`config.mk`:
```
export PLATFORM = sky130hd
export DESIGN_NAME = dpa_datapath
export DESIGN_NICKNAME = d
export VERILOG_FILES = /design/src/rtl/dpa_pkg.sv /design/src/rtl/dpa_rtc.sv /design/src/rtl/dpa_datapath.sv
export SDC_FILE = /design/constraint.sdc
export NUM_CORES = 1
export LEC_CHECK = 0
export ABC_AREA = 1
export BUFFER_PORTS_ARGS = -buffer_cell sky130_fd_sc_hd__buf_2
export CAP_MARGIN = 10
export CORE_ASPECT_RATIO = 0.5
export CORE_MARGIN = 8
export CORE_UTILIZATION = 45
export DETAILED_ROUTE_END_ITERATION = 7
export GPL_TIMING_DRIVEN = 0
export PLACE_DENSITY = 0.67
export SLEW_MARGIN = 20
export SYNTH_ARGS = -nofsm -noshare
export SYNTH_HDL_FRONTEND = slang
export SYNTH_HIERARCHICAL = 1
export SYNTH_SLANG_ARGS = --single-unit
export TNS_END_PERCENT = 1
```
`constraint.sdc`:
```
create_clock -name clk -period 7.5 [get_ports clk]
set_clock_uncertainty 0.2 [all_clocks]
set_input_delay 0 -clock clk [delete_from_list [all_inputs] [get_ports clk]]
set_output_delay 0 -clock clk [all_outputs]
set_load 0.005 [all_outputs]
```
`src/rtl/dpa_pkg.sv`:
```
// Shared constants and helpers for the DPA datapath: RTC limits, field positions
// and photo size codes.
package dpa_pkg;

  localparam int CH_W = 8;

  localparam logic [CH_W-1:0] SEC_MAX  = 8'd59;
  localparam logic [CH_W-1:0] MIN_MAX  = 8'd59;
  localparam logic [CH_W-1:0] HOUR_MAX = 8'd23;

  localparam int SS_LSB = 0;
  localparam int MM_LSB = 8;
  localparam int HH_LSB = 16;

  typedef enum logic [1:0] {
    SZ_DIRECT = 2'd0,
    SZ_AVG256 = 2'd1,
    SZ_AVG512 = 2'd2,
    SZ_RSVD   = 2'd3
  } size_e;

  function automatic logic size_is_avg(input logic [1:0] sz);
    return (size_e'(sz) == SZ_AVG256) || (size_e'(sz) == SZ_AVG512);
  endfunction

endpackage

```
`src/rtl/dpa_rtc.sv`:
```
// Real-time clock {hh,mm,ss}: loadable, advanced by a one-second strobe with
// cascaded wrap, and a registered change pulse.
module dpa_rtc
  import dpa_pkg::*;
(
  input  logic        clk,
  input  logic        reset,
  input  logic [23:0] time_in,
  input  logic        load,
  input  logic        sec_tick,
  output logic [23:0] curr_time,
  output logic        time_upd
);

  logic [CH_W-1:0] ss, mm, hh;
  logic [CH_W-1:0] ss_next, mm_next, hh_next;
  logic            ss_wrap, mm_wrap, hh_wrap;

  // Wrap on >= so a loaded out-of-range field returns to zero on the next tick.
  always_comb begin
    ss = curr_time[SS_LSB +: CH_W];
    mm = curr_time[MM_LSB +: CH_W];
    hh = curr_time[HH_LSB +: CH_W];

    ss_wrap = (ss >= SEC_MAX);
    mm_wrap = (mm >= MIN_MAX);
    hh_wrap = (hh >= HOUR_MAX);

    ss_next = ss_wrap ? '0 : ss + 8'd1;
    mm_next = mm;
    hh_next = hh;
    if (ss_wrap) begin
      mm_next = mm_wrap ? '0 : mm + 8'd1;
      if (mm_wrap) hh_next = hh_wrap ? '0 : hh + 8'd1;
    end
  end

  // A load wins over a coincident tick; that tick is dropped.
  always_ff @(posedge clk or posedge reset) begin
    if (reset) begin
      curr_time <= '0;
      time_upd  <= 1'b0;
    end else begin
      if (load)
        curr_time <= time_in;
      else if (sec_tick)
        curr_time <= {hh_next, mm_next, ss_next};
      time_upd <= load | sec_tick;
    end
  end

endmodule

```
`src/rtl/dpa_datapath.sv`:
```
// DPA datapath: configuration capture from image memory, RTC, and the two-entry
// pixel buffer feeding the serial-out word (direct copy or pairwise average).
module dpa_datapath
  import dpa_pkg::*;
#(
  parameter int DW = 24,
  parameter int AW = 20
) (
  input  logic          clk,
  input  logic          reset,
  input  logic [DW-1:0] im_q,
  input  logic          sec_tick,
  input  logic          en_init_time,
  input  logic          init_time_mux_sel,
  input  logic          en_fb_addr,
  input  logic          en_photo_num,
  input  logic          en_curr_photo_addr,
  input  logic          en_curr_photo_size,
  input  logic          en_si,
  input  logic          en_so,
  output logic [23:0]   curr_time,
  output logic          time_upd,
  output logic [AW-1:0] fb_addr,
  output logic [1:0]    photo_num,
  output logic [AW-1:0] curr_photo_addr,
  output logic [1:0]    curr_photo_size,
  output logic [DW-1:0] im_d
);

  localparam int NCH = DW / CH_W;

  logic [DW-1:0] si0, si1, so;
  logic [DW-1:0] avg_word;
  logic          rtc_load;

  function automatic logic [CH_W-1:0] avg_ch(input logic [CH_W-1:0] a,
                                             input logic [CH_W-1:0] b);
    logic [CH_W:0] sum;
    sum = {1'b0, a} + {1'b0, b};
    return sum[CH_W:1];
  endfunction

  assign rtc_load = en_init_time & ~init_time_mux_sel;

  dpa_rtc u_rtc (
    .clk       (clk),
    .reset     (reset),
    .time_in   (im_q[23:0]),
    .load      (rtc_load),
    .sec_tick  (sec_tick),
    .curr_time (curr_time),
    .time_upd  (time_upd)
  );

  always_ff @(posedge clk or posedge reset) begin
    if (reset) begin
      fb_addr         <= '0;
      photo_num       <= '0;
      curr_photo_addr <= '0;
      curr_photo_size <= '0;
    end else begin
      if (en_fb_addr)         fb_addr         <= im_q[AW-1:0];
      if (en_photo_num)       photo_num       <= im_q[1:0];
      if (en_curr_photo_addr) curr_photo_addr <= im_q[AW-1:0];
      if (en_curr_photo_size) curr_photo_size <= im_q[1:0];
    end
  end

  always_comb begin
    avg_word = '0;
    for (int c = 0; c < NCH; c++)
      avg_word[c*CH_W +: CH_W] = avg_ch(si0[c*CH_W +: CH_W], si1[c*CH_W +: CH_W]);
  end

  // so samples si0/si1 as they stood before any same-edge shift.
  always_ff @(posedge clk or posedge reset) begin
    if (reset) begin
      si0 <= '0;
      si1 <= '0;
      so  <= '0;
    end else begin
      if (en_si) begin
        si1 <= si0;
        si0 <= im_q;
      end
      if (en_so)
        so <= size_is_avg(curr_photo_size) ? avg_word : si0;
    end
  end

  assign im_d = so;

endmodule

```
==> flow_summary_export.csv, run 1 <==
group,metric,value,unit
sta,maxSlewHeadroom,35.9,%
sta,holdWs,35.7,ps
sta,report.final.setup_viol,0,
cells_and_area,final_area,8960,sq um
detailed_routing,post_drt_wl_per_cell,16.3,um
logic_synthesis,yosys_warnings,6,
logic_synthesis,yosys.area.top_type_share,49.8,%
logic_synthesis,sequential_cell_area_fraction_in_the_yosys_report,49.8,%
logic_synthesis,synth.distinct_cells,38,
placement,dpl_cell_area,7980,sq um
floorplan,die-area,20200,sq um
logic_synthesis,yosys.area.top_type,"dfrtp_1",
setup_path,timing.setup.critical_path_class,"in -> reg",
placement,gp_congestion,0.853,
grt,vias_in_the_first_global_route,5949,
logic_synthesis,synthesis.area_per_instance,8.68,sq um
cells_and_area,layout.core_utilization,58.1,%
detailed_routing,vias_per_cell,5.03,
floorplan,fp-row-count,32,
setup_path,category_of_the_worst_setup_path_launch_point,"primary input",
status,run_status,"completed",
sta,tns,0,ps
cells_and_area,layout-area-overhead-vs-synth,26.5,%
detailed_routing,drc,0,
placement,place.detailed.hpwl,14.3,mm
sta,fmax,0.389,GHz
placement,post-place-cells,1144,
grt,grt_first_pass_wirelength,32.2,mm
sta,finalCriticalPeriod,2570,ps
detailed_routing,drtPass1Iterations,7,
detailed_routing,postRouteWirelength,19.8,mm
clock_tree,clkTransAtPathRegs,60,ps
detailed_routing,number_of_nets_with_antenna_violations_after_detailed_routing,0,
clock_tree,cts_max_level,4,
min_path,hold_path.class,"in -> async",
setup_path,critical_path_fanout_max,10,
setup_path,crit_arrival,2720,ps
clock_tree,worstSkewPairLatency,410,ps
setup_path,critical_path.endpoint_type,"flip-flop",
power,ir_worst_vdd,130,uV
logic_synthesis,syn_area,7080,sq um
sta,grt_setup_unrepaired,"no",
grt,grt_max_degree,61,
logic_synthesis,postSynthCellCount,816,
sta,tightestPinTransition,956,ps
cells_and_area,number_of_inserted_diodes,0,
detailed_routing,initialDrtViolationCount,430,
floorplan,die_w,193,um
job,maxCapViolCount,0,
cells_and_area,drive_above_1_share,23.8,%
clock_tree,clock_path_buffers,2,
cells_and_area,nNetsFinal,1060,
floorplan,fp.coreArea,15400,sq um
sta,finalHoldViolations,0,
grt,number_of_antenna_violations_at_the_first_check_in_global_routing,0,
detailed_routing,via_count,6109,
logic_synthesis,synthTopCellsByArea,"dfrtp_1, nand2_1, mux2_2",
floorplan,top_level_ports,128,
clock_tree,tritoncts_clock_tree,"yes",
power,total_leakage_power,4.72,nW
grt,grt_overflow_total,0,
placement,port-buffer-count,123,
logic_synthesis,synth.ff_latch_count,141,
clock_tree,numClockSinks,141,
clock_tree,ctsRootBufferMaster,"clkbuf_16",
logic_synthesis,synth_fp_nets,878,
sta,final_period_utilization,34.2,%
clock_tree,numCtsBuffers,17,
setup_path,cp_data_required_time,7650,ps
floorplan,initial_core_util,45.9,%
setup_path,rrSetupSlack,5470,ps
floorplan,die-height,105,um
sta,total_count_of_max_transition_violations_in_the_final_report,0,
grt,grt_util_all_layers,19.7,%
cells_and_area,non_filler_instance_count_after_layout,1215,
power,power-per-cell-area,261,nW/um^2
-- layout make-up --
class                           instances  area [sq um]
Clock inverter                         14           144
Inverter                               97           377
Fill cell                            1336          6460
Sequential cell                       141          3530
Clock buffer                           18           439
Multi-Input combinational cell        551          3030
Timing Repair Buffer                  163          1030
Buffer                                 27           149
Tap cell                              204           255
-- worst paths after layout --
path	startpoint	endpoint	cells past startpoint
setup / recovery	init_time_mux_sel	u_rtc/curr_time[5]$_DFFE_PP0P_	9
setup reg to reg	u_rtc/curr_time[0]$_DFFE_PP0P_	u_rtc/curr_time[3]$_DFFE_PP0P_	9
min in group clk	en_curr_photo_size	curr_photo_size[1]$_DFFE_PP0P_	3
hold reg to reg	im_d[13]$_DFFE_PP0P_	im_d[13]$_DFFE_PP0P_	2
hold / removal	reset	fb_addr[19]$_DFFE_PP0P_	3
max in group asynchronous	reset	si0[11]$_DFFE_PP0P_	4
-- routing by layer --
| layer | routed length [um] | GRT usage [%] | up-vias | part of all wire [%] |
|---|---|---|---|---|
| li1 | - | - | 2958 | - |
| met1 | 9460 | 26.7 | 2943 | 48 |
| met2 | 8800 | 31.0 | 176 | 44 |
| met3 | 1090 | 4.13 | 32 | 5.5 |
| met4 | 458 | 6.66 | 0 | 2.3 |
| met5 | 0 | 0 | - | 0 |
-- layout by cell type (no fill, tap or decap), drive strengths merged --
master       synthesis  routed
nand2              260     260
buf                 18     142
dfrtp              141     141
inv                 96      96
o21ai               59      59
nor2                57      57
mux2                42      42
a21oi               41      41
dlygate4sd3          0      39
nand3               34      34
clkbuf               9      27
ha                  24      24
clkinv               1       8
xor2                 7       7
or2                  6       6
clkinvlp             0       5
nand4                4       4
fa                   3       3
a22oi                3       3
xnor2                2       2
nand3b               2       2
a211oi               2       2
bufinv               0       2
a22o                 2       2
nor3                 2       2
o21bai               1       1
-- flip-flops by register name, indices dropped and copies added, names as in the netlist, 2 cells and up --
register         cells
si0                 24
u_rtc/curr_time     24
si1                 24
curr_photo_size      2
im_d                24
curr_photo_addr     20
fb_addr             20
photo_num            2
-- synthesized netlist by cell type (all sizes together) --
master	number
clkbuf	9
xnor2	2
fa	3
mux2	42
xor2	7
nor2	57
a22oi	3
a211oi	2
nand3b	2
ha	24
a21oi	41
inv	96
a22o	2
o21bai	1
dfrtp	141
o21ai	59
nand3	34
nand2	260
clkinv	1
buf	18
nand4	4
or2	6
nor3	2
-- power by group --
part | switching (mW) | internal (mW) | leakage, nW | total (mW)
logic | 0.313 | 0.235 | 2.76 | 0.548
clock network | 0.335 | 0.497 | 0.274 | 0.833
registers | 0.0863 | 0.868 | 1.69 | 0.954
-- through the flow --
stage | setup slack [ps] | power [mW]
floorplan | 4230 | 1.29
global placement | 2890 | 1.47
detailed placement | 5630 | 1.49
CTS | 5000 | 2.35
global route | 4770 | 2.47
finish | 4930 | 2.34
-- worst max-delay path: stages --
cell and delay, ps:
dlygate4sd3_1 530, buf_2 120, nor2_1 80, dlygate4sd3_1 570
buf_6 180, clkbuf_1 480, nand2_1 120, nand2_1 90
dlygate4sd3_1 540
-- logic make-up after synthesis --
family | share of synthesized area, %
mux | 6.68
simple gates | 21.9
buf+inv | 7.35
fa+ha+maj | 5.09
compound gates | 8.01
flops | 49.8
xor+xnor | 1.11
-- what timing repair did --
action                    CTS  global route
buffers inserted            0             0
resized for setup           0             0
hold buffers               39             0
hold endpoints to repair  256             0
(Power assumes the default switching activity.)
==> run 2: changes to the inputs <==
- PLACE_DENSITY: 0.67 -> 0.69
- clock period: 7.5 -> 2.3 ns (I/O delays scaled with it)
==> run 2 against run 1 <==
Register-to-register slack got worse by 5200 ps; largest power group unchanged; sequential share of layout area fell by 0.24 points; routed wire length rose by 1.0%.
==> flow_summary_export.csv, run 2 (synthesis results as in run 1) <==
group,metric,value,unit
status,run_status,"completed",
detailed_routing,via_count,6112,
detailed_routing,drtPass1Iterations,5,
grt,grt_util_all_layers,20.1,%
cells_and_area,drive_above_1_share,23.9,%
floorplan,fp.coreArea,15400,sq um
grt,vias_in_the_first_global_route,6155,
sta,finalCriticalPeriod,2200,ps
floorplan,top_level_ports,128,
setup_path,critical_path.endpoint_type,"flip-flop",
clock_tree,tritoncts_clock_tree,"yes",
clock_tree,numCtsBuffers,17,
clock_tree,clkTransAtPathRegs,60,ps
grt,grt_max_degree,36,
grt,grt_first_pass_wirelength,33.1,mm
cells_and_area,layout.filler_cells,1312,
clock_tree,worstSkewPairLatency,410,ps
min_path,hold_path.class,"in -> async",
clock_tree,clock_path_buffers,2,
sta,final_period_utilization,95.5,%
sta,tns,0,ps
clock_tree,ctsRootBufferMaster,"clkbuf_16",
sta,fmax,0.455,GHz
power,ir_worst_vdd,460,uV
setup_path,category_of_the_worst_setup_path_launch_point,"primary input",
power,share_of_power_burned_in_the_clock_network,36.3,%
sta,report.final.setup_viol,0,
power,seqPwrFrac,40.4,%
setup_path,critical_path.reg2reg.startpoint,"u_rtc/curr_time[0]$_DFFE_PP0P_",
setup_path,start_point_of_the_critical_path,"en_si",
sta,finalHoldViolations,0,
grt,number_of_antenna_violations_at_the_first_check_in_global_routing,0,
floorplan,die-height,105,um
cells_and_area,nNetsFinal,1062,
sta,maxSlewHeadroom,36.2,%
cells_and_area,mostFrequentLayoutCell,"nand2_1",
floorplan,initial_core_util,45.9,%
setup_path,crit_path_top_delay_cell,"dlygate4sd3_1",
power,switchingPower,2.36,mW
cells_and_area,number_of_inserted_diodes,0,
clock_tree,post_cts_resized,0,
clock_tree,numClockSinks,141,
sta,total_count_of_max_transition_violations_in_the_final_report,0,
floorplan,fp-row-count,32,
detailed_routing,vias_per_cell,5.02,
floorplan,die-area,20200,sq um
detailed_routing,number_of_nets_with_antenna_violations_after_detailed_routing,0,
clock_tree,cts_max_level,4,
sta,grt_setup_unrepaired,"no",
grt,grt_overflow_total,0,
floorplan,die_w,193,um
setup_path,critical_path_fanout_max,10,
setup_path,crit_arrival,2340,ps
setup_path,worst_path_largest_cell_delay,560,ps
detailed_routing,drc,0,
setup_path,path_common_cell,"dlygate4sd3_1",
sta,tightestPinTransition,951,ps
setup_path,path_cells,"dlygate4sd3_1 -> buf_2 -> clkbuf_1 -> nand2_1 -> dlygate4sd3_1 -> o21ai_0 -> dlygate4sd3_1",
cells_and_area,layout-area-overhead-vs-synth,27.3,%
setup_path,cp_data_required_time,2440,ps
setup_path,timing.setup.critical_path_class,"in -> reg",
power,fin_total_pwr,7.70,mW
placement,gp_congestion,0.840,
placement,place.detailed.hpwl,14.6,mm
detailed_routing,post_drt_wl_per_cell,16.4,um
power,cellInternalPower,5.34,mW
detailed_routing,initialDrtViolationCount,389,
power,power-per-cell-area,855,nW/um^2
cells_and_area,most-common-layout-cells,"nand2_1, dfrtp_1, buf_2, inv_1, nor2_1",
job,maxCapViolCount,0,
power,swShare,30.7,%
power,power.combinational.fraction,23.3,%
power,total_leakage_power,4.75,nW
placement,port-buffer-count,123,
detailed_routing,postRouteWirelength,20.0,mm
## run 2: metrics by stage
step / setup slack, ps / area [sq um] / instances / util (%) / hold WS, ps
6_report: 104 / 9010 / 1217 / 58.5 / 9.08
3_3_place_gp: -78.3 / 7960 / 1143 / 51.6 / 28.3
3_5_place_dp: 412 / 8020 / 1146 / 52.0 / -108
5_1_grt: 33.9 / 9010 / 1217 / 58.5 / 29.8
2_1_floorplan: 652 / 7080 / 816 / - / -173
4_1_cts: 109 / 9010 / 1217 / 58.5 / 0.467
## run 2: final timing paths
kind,endpoint,slack [ps],cells past startpoint
setup / recovery,si0[18]$_DFFE_PP0P_,100,7
hold / removal,si1[23]$_DFFE_PP0P_,9,3
setup reg to reg,u_rtc/curr_time[14]$_DFFE_PP0P_,270,9
hold reg to reg,im_d[13]$_DFFE_PP0P_,270,2
max in group asynchronous,si0[12]$_DFFE_PP0P_,1120,5
min in group clk,u_rtc/curr_time[11]$_DFFE_PP0P_,10,8
## run 2: critical path, delay by kind of cell
family | cells | cell delay [ps]
compound gates | 1 | 70
buf+inv | 5 | 2180
simple gates | 1 | 80
## run 2: power groups by stage
stage / Combinational [mW] / Clock [mW] / Sequential, mW
6_report: 1.79 / 2.79 / 3.11
2_1_floorplan: 1.07 / 0 / 3.13
3_3_place_gp: 1.68 / 0 / 3.13
5_1_grt: 2.03 / 2.95 / 3.17
3_5_place_dp: 1.73 / 0 / 3.15
4_1_cts: 1.81 / 2.83 / 3.11
## run 2: layout make-up
| type | count | area, sq um | share of cell area (%) |
|---|---|---|---|
| Buffer | 27 | 149 | 1.65 |
| Clock buffer | 23 | 498 | 5.53 |
| Clock inverter | 9 | 108 | 1.19 |
| Inverter | 97 | 375 | 4.17 |
| Multi-Input combinational cell | 551 | 3030 | 33.6 |
| Sequential cell | 141 | 3530 | 39.2 |
| Tap cell | 204 | 255 | 2.83 |
| Timing Repair Buffer | 165 | 1070 | 11.8 |
## run 2: metal layers
metal / vias up / share of wire (%) / global-route usage (%)
li1: 2963 / - / -
met1: 2954 / 47 / 27.3
met2: 172 / 46 / 32.2
met3: 23 / 5.1 / 3.49
met4: 0 / 1.8 / 6.77
met5: - / 0 / 0
## run 2: timing repair
item | CTS | global route
setup buffers | 0 | 0
hold endpoints to repair | 220 | 0
hold buffers | 39 | 0
endpoints found under the setup margin | 0 | 0
